File: src/rtl/mpt_plb.sv
// Permission lookaside buffer for the MPT path: fully associative per-4KiB-page permission cache with a single outstanding walk.
// Optional hit/miss performance counters are built when MPT_PLB_PERF_CNT_EN is defined.
module mpt_plb #(
  parameter int PLB_ENTRIES = 8,
  parameter int PLEN        = 34,
  parameter int SDID_LEN    = 6
) (
  input  logic                     clk_i,
  input  logic                     rst_i,
  input  logic                     flush_i,
  input  logic                     req_valid_i,
  output logic                     req_ready_o,
  input  logic [PLEN-1:0]          req_spa_i,
  input  logic [SDID_LEN-1:0]      req_sdid_i,
  input  logic [1:0]               req_access_i,
  output logic                     rsp_valid_o,
  output logic                     rsp_allow_o,
  output logic                     rsp_fault_o,
  output logic                     ptw_req_valid_o,
  input  logic                     ptw_req_ready_i,
  output logic [PLEN-1:0]          ptw_spa_o,
  output logic [SDID_LEN-1:0]      ptw_sdid_o,
  input  logic                     ptw_rsp_valid_i,
  input  logic [SDID_LEN+PLEN+1:0] ptw_rsp_entry_i,
  input  logic                     ptw_rsp_error_i,
  output logic [31:0]              hit_cnt_o,
  output logic [31:0]              miss_cnt_o
);
  localparam int IDX_W   = $clog2(PLB_ENTRIES);
  localparam int TAG_W   = SDID_LEN + PLEN - 12;
  localparam int ENTRY_W = SDID_LEN + PLEN + 2;

  localparam logic [1:0] ACC_READ  = 2'd1;
  localparam logic [1:0] ACC_WRITE = 2'd2;
  localparam logic [1:0] ACC_EXEC  = 2'd3;

  localparam logic [1:0] PERM_DISALLOWED = 2'd0;
  localparam logic [1:0] PERM_ALLOW_RX   = 2'd1;
  localparam logic [1:0] PERM_ALLOW_RW   = 2'd2;
  localparam logic [1:0] PERM_ALLOW_RWX  = 2'd3;

  typedef enum logic [1:0] {S_IDLE, S_RESPOND, S_MISS_REQ, S_MISS_WAIT} state_e;

  function automatic logic perm_allows(input logic [1:0] perm, input logic [1:0] acc);
    case (acc)
      ACC_READ:  return perm != PERM_DISALLOWED;
      ACC_WRITE: return (perm == PERM_ALLOW_RW) || (perm == PERM_ALLOW_RWX);
      ACC_EXEC:  return (perm == PERM_ALLOW_RX) || (perm == PERM_ALLOW_RWX);
      default:   return 1'b1;
    endcase
  endfunction

  state_e                   state_q, state_d;
  logic [PLB_ENTRIES-1:0]   valid_q, valid_d;
  logic [IDX_W-1:0]         rr_q, rr_d;
  logic                     drop_q, drop_d;
  logic [PLEN-1:0]          spa_q, spa_d;
  logic [SDID_LEN-1:0]      sdid_q, sdid_d;
  logic [1:0]               acc_q, acc_d;
  logic                     allow_q, allow_d;
  logic                     fault_q, fault_d;
  logic [TAG_W-1:0]         tag_q  [PLB_ENTRIES];
  logic [1:0]               perm_q [PLB_ENTRIES];

  logic [TAG_W-1:0]         req_tag;
  logic                     hit;
  logic [1:0]               hit_perm;
  logic [IDX_W-1:0]         victim_idx;
  logic                     victim_free;
  logic                     fill_we;
  logic [IDX_W-1:0]         fill_idx;

  // Entry layout is {sdid, spa, perm}; only the permissions are consumed.
  logic unused_entry_bits;
  assign unused_entry_bits = ^ptw_rsp_entry_i[ENTRY_W-1:2];

  assign req_tag = {req_sdid_i, req_spa_i[PLEN-1:12]};

  always_comb begin
    hit      = 1'b0;
    hit_perm = '0;
    for (int i = 0; i < PLB_ENTRIES; i++) begin
      if (valid_q[i] && (tag_q[i] == req_tag)) begin
        hit      = 1'b1;
        hit_perm = hit_perm | perm_q[i];
      end
    end
    // A flush on the accept edge wipes the entry being looked up.
    if (flush_i) hit = 1'b0;
  end

  always_comb begin
    victim_idx  = rr_q;
    victim_free = 1'b0;
    for (int i = PLB_ENTRIES - 1; i >= 0; i--) begin
      if (!valid_q[i]) begin
        victim_idx  = IDX_W'(i);
        victim_free = 1'b1;
      end
    end
  end

  always_comb begin
    state_d  = state_q;
    valid_d  = valid_q;
    rr_d     = rr_q;
    drop_d   = drop_q;
    spa_d    = spa_q;
    sdid_d   = sdid_q;
    acc_d    = acc_q;
    allow_d  = allow_q;
    fault_d  = fault_q;
    fill_we  = 1'b0;
    fill_idx = victim_idx;
    case (state_q)
      S_IDLE: begin
        drop_d = 1'b0;
        if (req_valid_i) begin
          spa_d  = req_spa_i;
          sdid_d = req_sdid_i;
          acc_d  = req_access_i;
          if (hit) begin
            allow_d = perm_allows(hit_perm, req_access_i);
            fault_d = 1'b0;
            state_d = S_RESPOND;
          end else begin
            state_d = S_MISS_REQ;
          end
        end
      end
      S_MISS_REQ: if (ptw_req_ready_i) state_d = S_MISS_WAIT;
      S_MISS_WAIT: begin
        if (ptw_rsp_valid_i) begin
          state_d = S_RESPOND;
          if (ptw_rsp_error_i) begin
            allow_d = 1'b0;
            fault_d = 1'b1;
          end else begin
            allow_d = perm_allows(ptw_rsp_entry_i[1:0], acc_q);
            fault_d = 1'b0;
            fill_we = !drop_q && !flush_i;
          end
        end
      end
      default: state_d = S_IDLE;
    endcase
    if (fill_we) begin
      valid_d[fill_idx] = 1'b1;
      if (!victim_free) rr_d = rr_q + 1'b1;
    end
    if (flush_i) begin
      valid_d = '0;
      if ((state_q == S_MISS_REQ) || (state_q == S_MISS_WAIT)) drop_d = 1'b1;
    end
  end

  always_ff @(posedge clk_i) begin
    if (rst_i) begin
      state_q <= S_IDLE;
      valid_q <= '0;
      rr_q    <= '0;
      drop_q  <= 1'b0;
    end else begin
      state_q <= state_d;
      valid_q <= valid_d;
      rr_q    <= rr_d;
      drop_q  <= drop_d;
    end
  end

  always_ff @(posedge clk_i) begin
    spa_q   <= spa_d;
    sdid_q  <= sdid_d;
    acc_q   <= acc_d;
    allow_q <= allow_d;
    fault_q <= fault_d;
    if (fill_we) begin
      tag_q[fill_idx]  <= {sdid_q, spa_q[PLEN-1:12]};
      perm_q[fill_idx] <= ptw_rsp_entry_i[1:0];
    end
  end

  assign req_ready_o     = (state_q == S_IDLE) && !rst_i;
  assign rsp_valid_o     = (state_q == S_RESPOND) && !rst_i;
  assign rsp_allow_o     = rsp_valid_o && allow_q;
  assign rsp_fault_o     = rsp_valid_o && fault_q;
  assign ptw_req_valid_o = (state_q == S_MISS_REQ) && !rst_i;
  assign ptw_spa_o       = rst_i ? '0 : spa_q;
  assign ptw_sdid_o      = rst_i ? '0 : sdid_q;

`ifdef MPT_PLB_PERF_CNT_EN
  logic [31:0] hit_cnt_q, hit_cnt_d;
  logic [31:0] miss_cnt_q, miss_cnt_d;
  logic        accept;

  assign accept = (state_q == S_IDLE) && req_valid_i;

  always_comb begin
    hit_cnt_d  = hit_cnt_q;
    miss_cnt_d = miss_cnt_q;
    if (flush_i) begin
      hit_cnt_d  = '0;
      miss_cnt_d = '0;
    end else if (accept) begin
      if (hit && (hit_cnt_q != '1)) hit_cnt_d = hit_cnt_q + 32'd1;
      if (!hit && (miss_cnt_q != '1)) miss_cnt_d = miss_cnt_q + 32'd1;
    end
  end

  always_ff @(posedge clk_i) begin
    if (rst_i) begin
      hit_cnt_q  <= '0;
      miss_cnt_q <= '0;
    end else begin
      hit_cnt_q  <= hit_cnt_d;
      miss_cnt_q <= miss_cnt_d;
    end
  end

  assign hit_cnt_o  = hit_cnt_q;
  assign miss_cnt_o = miss_cnt_q;
`else
  assign hit_cnt_o  = '0;
  assign miss_cnt_o = '0;
`endif
endmodule

File: config.mk
export PLATFORM = sky130hd
export DESIGN_NAME = mpt_plb
export DESIGN_NICKNAME = d
export VERILOG_FILES = /design/src/rtl/mpt_plb.sv
export SDC_FILE = /design/constraint.sdc
export NUM_CORES = 1
export LEC_CHECK = 0
export CAP_MARGIN = 15
export CORE_MARGIN = 5
export CORE_UTILIZATION = 55
export DETAILED_ROUTE_END_ITERATION = 10
export GPL_ROUTABILITY_DRIVEN = 0
export GPL_TIMING_DRIVEN = 1
export PLACE_DENSITY = 0.81
export RECOVER_POWER = 50
export SYNTH_ARGS = -nofsm -noshare
export SYNTH_HDL_FRONTEND = slang
export SYNTH_SLANG_ARGS = --single-unit
File: constraint.sdc
create_clock -name clk_i -period 6.15 [get_ports clk_i]
set_input_delay 0.615 -clock clk_i [delete_from_list [all_inputs] [get_ports clk_i]]
set_output_delay 0.615 -clock clk_i [all_outputs]
set_load 0.02 [all_outputs]
==> impl_metrics.ini, run 1 <==
[outcome]
outcome = finished with violations
violations = max-capacitance violations, max-slew violations

[timing]
maxSlewViolCount = 44
fin_crit_ns = 4.009
setup_viol = 0
relSlewSlack = -0.7593
fin_skew_ns = 0.01107
finalCritPeriodShare = 0.6519
fin_ws_ns = 2.141
hold_violations = 0
timing.fmax_mhz = 249.4
setup_tns_ns = 0
rsz0062_at_grt = false
worst_slew_pin_slew_ns = 2.639

[critical_path]
reg2reg_to = fault_q
setup.worst_path.end_class = output pin
crit_arrival_ns = 3.39
path_cells = clkbuf_1 -> clkbuf_1 -> nor3b_1 -> and2_1 -> clkdlybuf4s50_1
worst_ep_required_time_ns = 5.53
r2r_cells = 5
worst_path_most_repeated_cell = clkbuf_1
critPathKind = in -> out
reg2reg_from = state_q[0]
path_max_fanout = 30
path_delay_family = buffers and inverters
crit_path_start_kind = input pin
path_buf_inv = 3
r2r_setup_slack_ns = 2.85
cp_slowest_cell = clkbuf_1
critPathMaxStageDelay_ns = 0.95

[global_route]
grt_pass1_vias = 8126
grt_pass1_wl_um = 52000
antenna_found_initial = 0
overflow = 0
grt_max_degree = 44
grt_usage = 0.2500

[power]
ir_drop_mv = 0.2295
power.total_mw = 4.352
power.density_mw_per_mm2 = 283.0
p_leak_nw = 4.866

[min_path]
hold_class = reg -> reg
holdCritStartpoint = drop_q
min_to = drop_q
hold_depth = 2

[synth]
ys.flop_type = edfxtp_1
syn-instance-count = 961
ys_warn_count = 0
synth_edf_count = 284
ys_seq_area_frac = 0.6541
syn-cell-area_mm2 = 0.01347
synth.distinct_cells = 50
postSynthAreaPerCell_um2 = 14.01
async_flop_share = 0
ys_seq_elements = 298

[flow_run]
maxCapViolCount = 1

[floorplanning]
io_pins = 200
fp.coreArea_mm2 = 0.02425
die_w_um = 166.5
die_y_um = 166.5
rows = 57
die-area_mm2 = 0.02771
initial_core_util = 0.5554

[routing]
wl_um = 36020
drc_errors = 0
drtAntennaViolNets = 0
drt_iter0_markers = 1103
wl_per_cell_um = 25.69
via_count = 8429
drt_first_pass_iters = 5
vias_per_cell = 6.012

[cells_and_area]
multi_input_area_mm2 = 0.004238
antennaDiodeCount = 0
register_area_mm2 = 0.008808
fillCellCount = 1753
layout.nets = 1149
fin_cells = 1402
syn_to_final_growth_pct = 14.20
drive_above_1_share = 0.05937

[cts]
ctsHoldBuffers = 0
cts-buffers-inserted = 29
clkLatencyLatePin_ns = 0.55
cts_tree = done
cts_resized = 0
root_buffer = clkbuf_16
cts_buffer_depth = 3
clk_pin_slew_worst_paths_ns = 0.06
cts_max_level = 1
postCtsSetupBuffers = 0
cts.sinks = 298

[place]
dp.cells = 1350
port_buffers = 95
place_ws_ns = 1.869
dp_hpwl_um = 24620
placed cells by master, fill, tap and decap left out, types with 29 or more instances in the layout:
cell | netlist | routed
clkbuf_16 | 0 | 29
clkdlybuf4s50_1 | 0 | 49
conb_1 | 1 | 64
dlygate4sd3_1 | 0 | 45
edfxtp_1 | 284 | 284
nand2_1 | 41 | 41
nand4_1 | 57 | 57
nor2b_1 | 46 | 46
nor4_1 | 40 | 40
xnor2_1 | 134 | 134
xor2_1 | 86 | 86
power breakdown:
group | switching, mW | internal, mW
Combinational | 0.214 | 0.108
Sequential | 0.0404 | 2.25
Clock | 0.749 | 0.992
stage by stage:
stage               hold slack, ns  instance area (um^2)    util
finish                      0.4847                 15380  0.6342
global route                0.5586                 15380  0.6342
CTS                         0.4791                 15390  0.6346
detailed placement          0.4706                 14470  0.5967
global placement            0.4601                 14470  0.5967
floorplan                   0.4505                 13700       -
worst max-delay path by stage:
stage | from | endpoint | slack [ns] | cells after the start
floorplan | flush_i | perm_q[2][0] | 2.33 | 5
global placement | req_spa_i[13] | fault_q | 1.92 | 9
detailed placement | req_spa_i[13] | allow_q | 1.87 | 9
CTS | req_spa_i[13] | fault_q | 2.42 | 9
global route | rst_i | rsp_fault_o | 1.82 | 5
finish | rst_i | rsp_fault_o | 2.14 | 5
worst register-to-register path, stage by stage (launching register included):
cell and delay (ns):
dfxtp_1 0.39, nand2b_1 0.23, nor2_4 0.09, clkbuf_1 1.85, nand2_1 0.22, nand2_1 0.23
cells by family (layout without fill, tap and decap cells):
logic type / count (synthesis) / in the layout / synth area share
adder cells (fa/ha/maj): 1 / 1 / 0.0009290
XOR/XNOR: 220 / 220 / 0.1431
AO/OA/AOI/OAI: 34 / 34 / 0.01840
AND/OR/NAND/NOR: 300 / 300 / 0.1294
other: 1 / 64 / 0.0002785
buffers and inverters: 106 / 160 / 0.05305
multiplexers: 1 / 1 / 0.0007433
flip-flops: 298 / 298 / 0.6541
cell usage after synthesis, types with 2 or more instances:
library cell / n / share of area
nand3_1: 25 / 0.0093
or2_2: 2 / 0.00093
nand4_1: 57 / 0.026
nand2b_1: 10 / 0.0046
nor2_1: 19 / 0.0053
nand3b_1: 2 / 0.0011
a21oi_1: 6 / 0.0022
o21a_1: 9 / 0.0050
dfxtp_1: 14 / 0.021
buf_2: 19 / 0.0071
or4_2: 3 / 0.0020
nand4b_1: 3 / 0.0020
nor4_1: 40 / 0.019
edfxtp_1: 284 / 0.63
clkbuf_1: 8 / 0.0022
xor2_1: 86 / 0.056
and2_1: 2 / 0.00093
xnor2_1: 134 / 0.087
nor3_1: 18 / 0.0067
or4_1: 10 / 0.0056
and3_1: 5 / 0.0023
inv_1: 7 / 0.0020
nor2b_1: 46 / 0.021
nand2_1: 41 / 0.011
nor3b_1: 7 / 0.0039
o21ai_0: 8 / 0.0030
buf_6: 6 / 0.0050
nor4b_1: 3 / 0.0020
buf_4: 66 / 0.037
registers in the layout, summed over array words and instances, names as in the netlist:
| signal | cells |
|---|---|
| tag_q | 224 |
| spa_q | 34 |
| perm_q | 16 |
| valid_q | 8 |
| sdid_q | 6 |
| rr_q | 3 |
| acc_q | 2 |
| state_q | 2 |
| allow_q | 1 |
| drop_q | 1 |
| fault_q | 1 |
cell type report:
class / count / area share
clock inverter: 17 / 0.01106
multi-input combinational: 620 / 0.2756
timing repair buffer: 101 / 0.06387
clock buffer: 35 / 0.04865
tap: 324 / 0.02636
inverter: 7 / 0.001709
sequential: 298 / 0.5728
routing by layer:
| layer | part of all wire | vias to the layer above | track usage |
|---|---|---|---|
| met5 | 0 | - | 0 |
| met4 | 0.047 | 0 | 0.09996 |
| met3 | 0.13 | 123 | 0.05736 |
| met2 | 0.45 | 662 | 0.3910 |
| met1 | 0.37 | 4058 | 0.3432 |
| li1 | - | 3586 | - |
(Power assumes the default switching activity.)
==> inputs of run 2 (changes only) <==
==> constraint.sdc (replaced) <==
create_clock -name clk_i -period 3.75 [get_ports clk_i]
set_input_delay 0.375 -clock clk_i [delete_from_list [all_inputs] [get_ports clk_i]]
set_output_delay 0.375 -clock clk_i [all_outputs]
set_load 0.02 [all_outputs]
==> run 2 against run 1 <==
  * The flow still finishes with violations (max-capacitance violations, max-slew violations)
  * Sequential power is 64% higher
  * Clock-buffer cell count unchanged
  * Clock skew is 0.0035 ns higher
  * Die area unchanged
  * Non-clock buffer count rose by 42
  * Critical endpoint is now fault_q
==> impl_metrics.ini, run 2 (synthesis results as in run 1) <==
[cells_and_area]
top_register = tag_q
final_common_cell = edfxtp_1
layout.nets = 1192
fin_cells = 1448
register_area_mm2 = 0.008808
design_area_mm2 = 0.01589
layout_common_cells = edfxtp_1 (284), xnor2_1 (134), xor2_1 (86), conb_1 (64), nand4_1 (57)
largest_reg_flops = 224
multi_input_area_mm2 = 0.004238
syn_to_final_growth_pct = 18.02
fillCellCount = 1693
top_regs = tag_q: 224 flops, spa_q: 34 flops, perm_q: 16 flops
drive_above_1_share = 0.09269

[place]
port_buffers = 95
placed_area_mm2 = 0.01481
dp_hpwl_um = 26130
place_ws_ns = 0.2534
dp.cells = 1392

[global_route]
grt_pass1_vias = 8509
antenna_found_initial = 4
grt_max_degree = 32
grt_pass1_wl_um = 54330
grt_usage = 0.2609
overflow = 0

[cts]
root_buffer = clkbuf_16
cts_max_level = 1
cts_buffer_depth = 3
clkLatencyLatePin_ns = 0.56
cts-buffers-inserted = 30
cts.sinks = 298
postCtsSetupBuffers = 0
cts_resized = 0
cts_tree = done
clk_pin_slew_worst_paths_ns = 0.06
ctsHoldBuffers = 0

[min_path]
holdCritStartpoint = rst_i
hold_class = in -> reg

[floorplanning]
io_pins = 200
die_w_um = 166.5
rows = 57
die_y_um = 166.5
die-area_mm2 = 0.02771
fp.coreArea_mm2 = 0.02425
initial_core_util = 0.5554

[power]
power.density_mw_per_mm2 = 482.4
ir_drop_mv = 0.4390
p_leak_nw = 5.156

[routing]
drt_iter0_markers = 1202
wl_per_cell_um = 25.94
vias_per_cell = 6.094
drt_first_pass_iters = 7
via_count = 8824
wl_um = 37560
drtAntennaViolNets = 0
drc_errors = 0

[timing]
fin_ws_ns = 0.4312
fin_skew_ns = 0.01454
finalCritPeriodShare = 0.8850
timing.fmax_mhz = 301.3
worst_slew_pin_slew_ns = 1.741
maxSlewViolCount = 30
hold_violations = 0
setup_tns_ns = 0
relSlewSlack = -0.1605
setup_viol = 0
fin_crit_ns = 3.319
rsz0062_at_grt = false

[critical_path]
setup.worst_path.end_class = flip-flop
worst_ep_required_time_ns = 4.02
path_max_fanout = 8
crit_path_start_kind = input pin
crit_arrival_ns = 3.58
reg2reg_from = tag_q[3][20]
startpoint = req_spa_i[31]
critPathKind = in -> reg

[outcome]
violations = max-capacitance violations, max-slew violations
outcome = finished with violations

[flow_run]
maxCapViolCount = 1
-- run 2: worst max-delay path, cell delays in order --
cell and delay [ns]:
clkdlybuf4s50_1 0.49, clkbuf_1 0.62, xor2_1 0.28, nor4_1 0.29
nand4_1 0.17, or4_1 0.57, o2111a_1 0.29, a21oi_1 0.25
nand2_1 0.11, nand2_1 0.13
-- run 2: area by class of cell --
type / count / share of cell area
tap: 324 / 0.02551
inverter: 7 / 0.001653
clock inverter: 19 / 0.01984
multi-input combinational: 620 / 0.2666
clock buffer: 35 / 0.04975
timing repair buffer: 143 / 0.08211
sequential: 298 / 0.5542
antenna: 2 / 0.0003149
-- run 2: final timing paths --
path	slack [ns]	cells past startpoint	to
setup / recovery	0.43	10	fault_q
hold / removal	0.30	2	state_q[1]
setup reg to reg	0.88	7	allow_q
hold reg to reg	0.48	2	drop_q
-- run 2: layer usage --
layer  GRT usage  part of all wire  up-vias
met5           0           0.00035        -
met4      0.1395             0.064        2
met3     0.07063              0.14      168
met2      0.4004              0.44      724
met1      0.3418              0.36     4250
li1            -                 -     3680
-- run 2: power breakdown --
part | leakage (nW) | total (mW) | internal (mW) | switching (mW)
combinational | 1.93 | 0.566 | 0.201 | 0.366
clock | 0.535 | 3.35 | 2.11 | 1.24
sequential | 2.69 | 3.75 | 3.68 | 0.0648
-- run 2: metrics by stage --
stage	power, mW	hold slack (ns)	utilization
after floorplan	4.162	0.4505	-
after global placement	4.366	0.4602	0.6107
after detailed placement	4.379	0.4718	0.6107
after CTS	7.679	0.2888	0.6563
after global routing	7.858	0.3319	0.6553
final	7.667	0.2971	0.6555
==> inputs of run 3 (changes only) <==
--- a/config.mk
+++ b/config.mk
@@ -11,6 +11,7 @@
 export DETAILED_ROUTE_END_ITERATION = 10
 export GPL_ROUTABILITY_DRIVEN = 0
 export GPL_TIMING_DRIVEN = 1
+export HOLD_SLACK_MARGIN = 0.12
 export PLACE_DENSITY = 0.81
 export RECOVER_POWER = 50
 export SYNTH_ARGS = -nofsm -noshare
==> results of run 3 <==
Same layout as run 2: the final DEF is identical, and so are final timing and power.
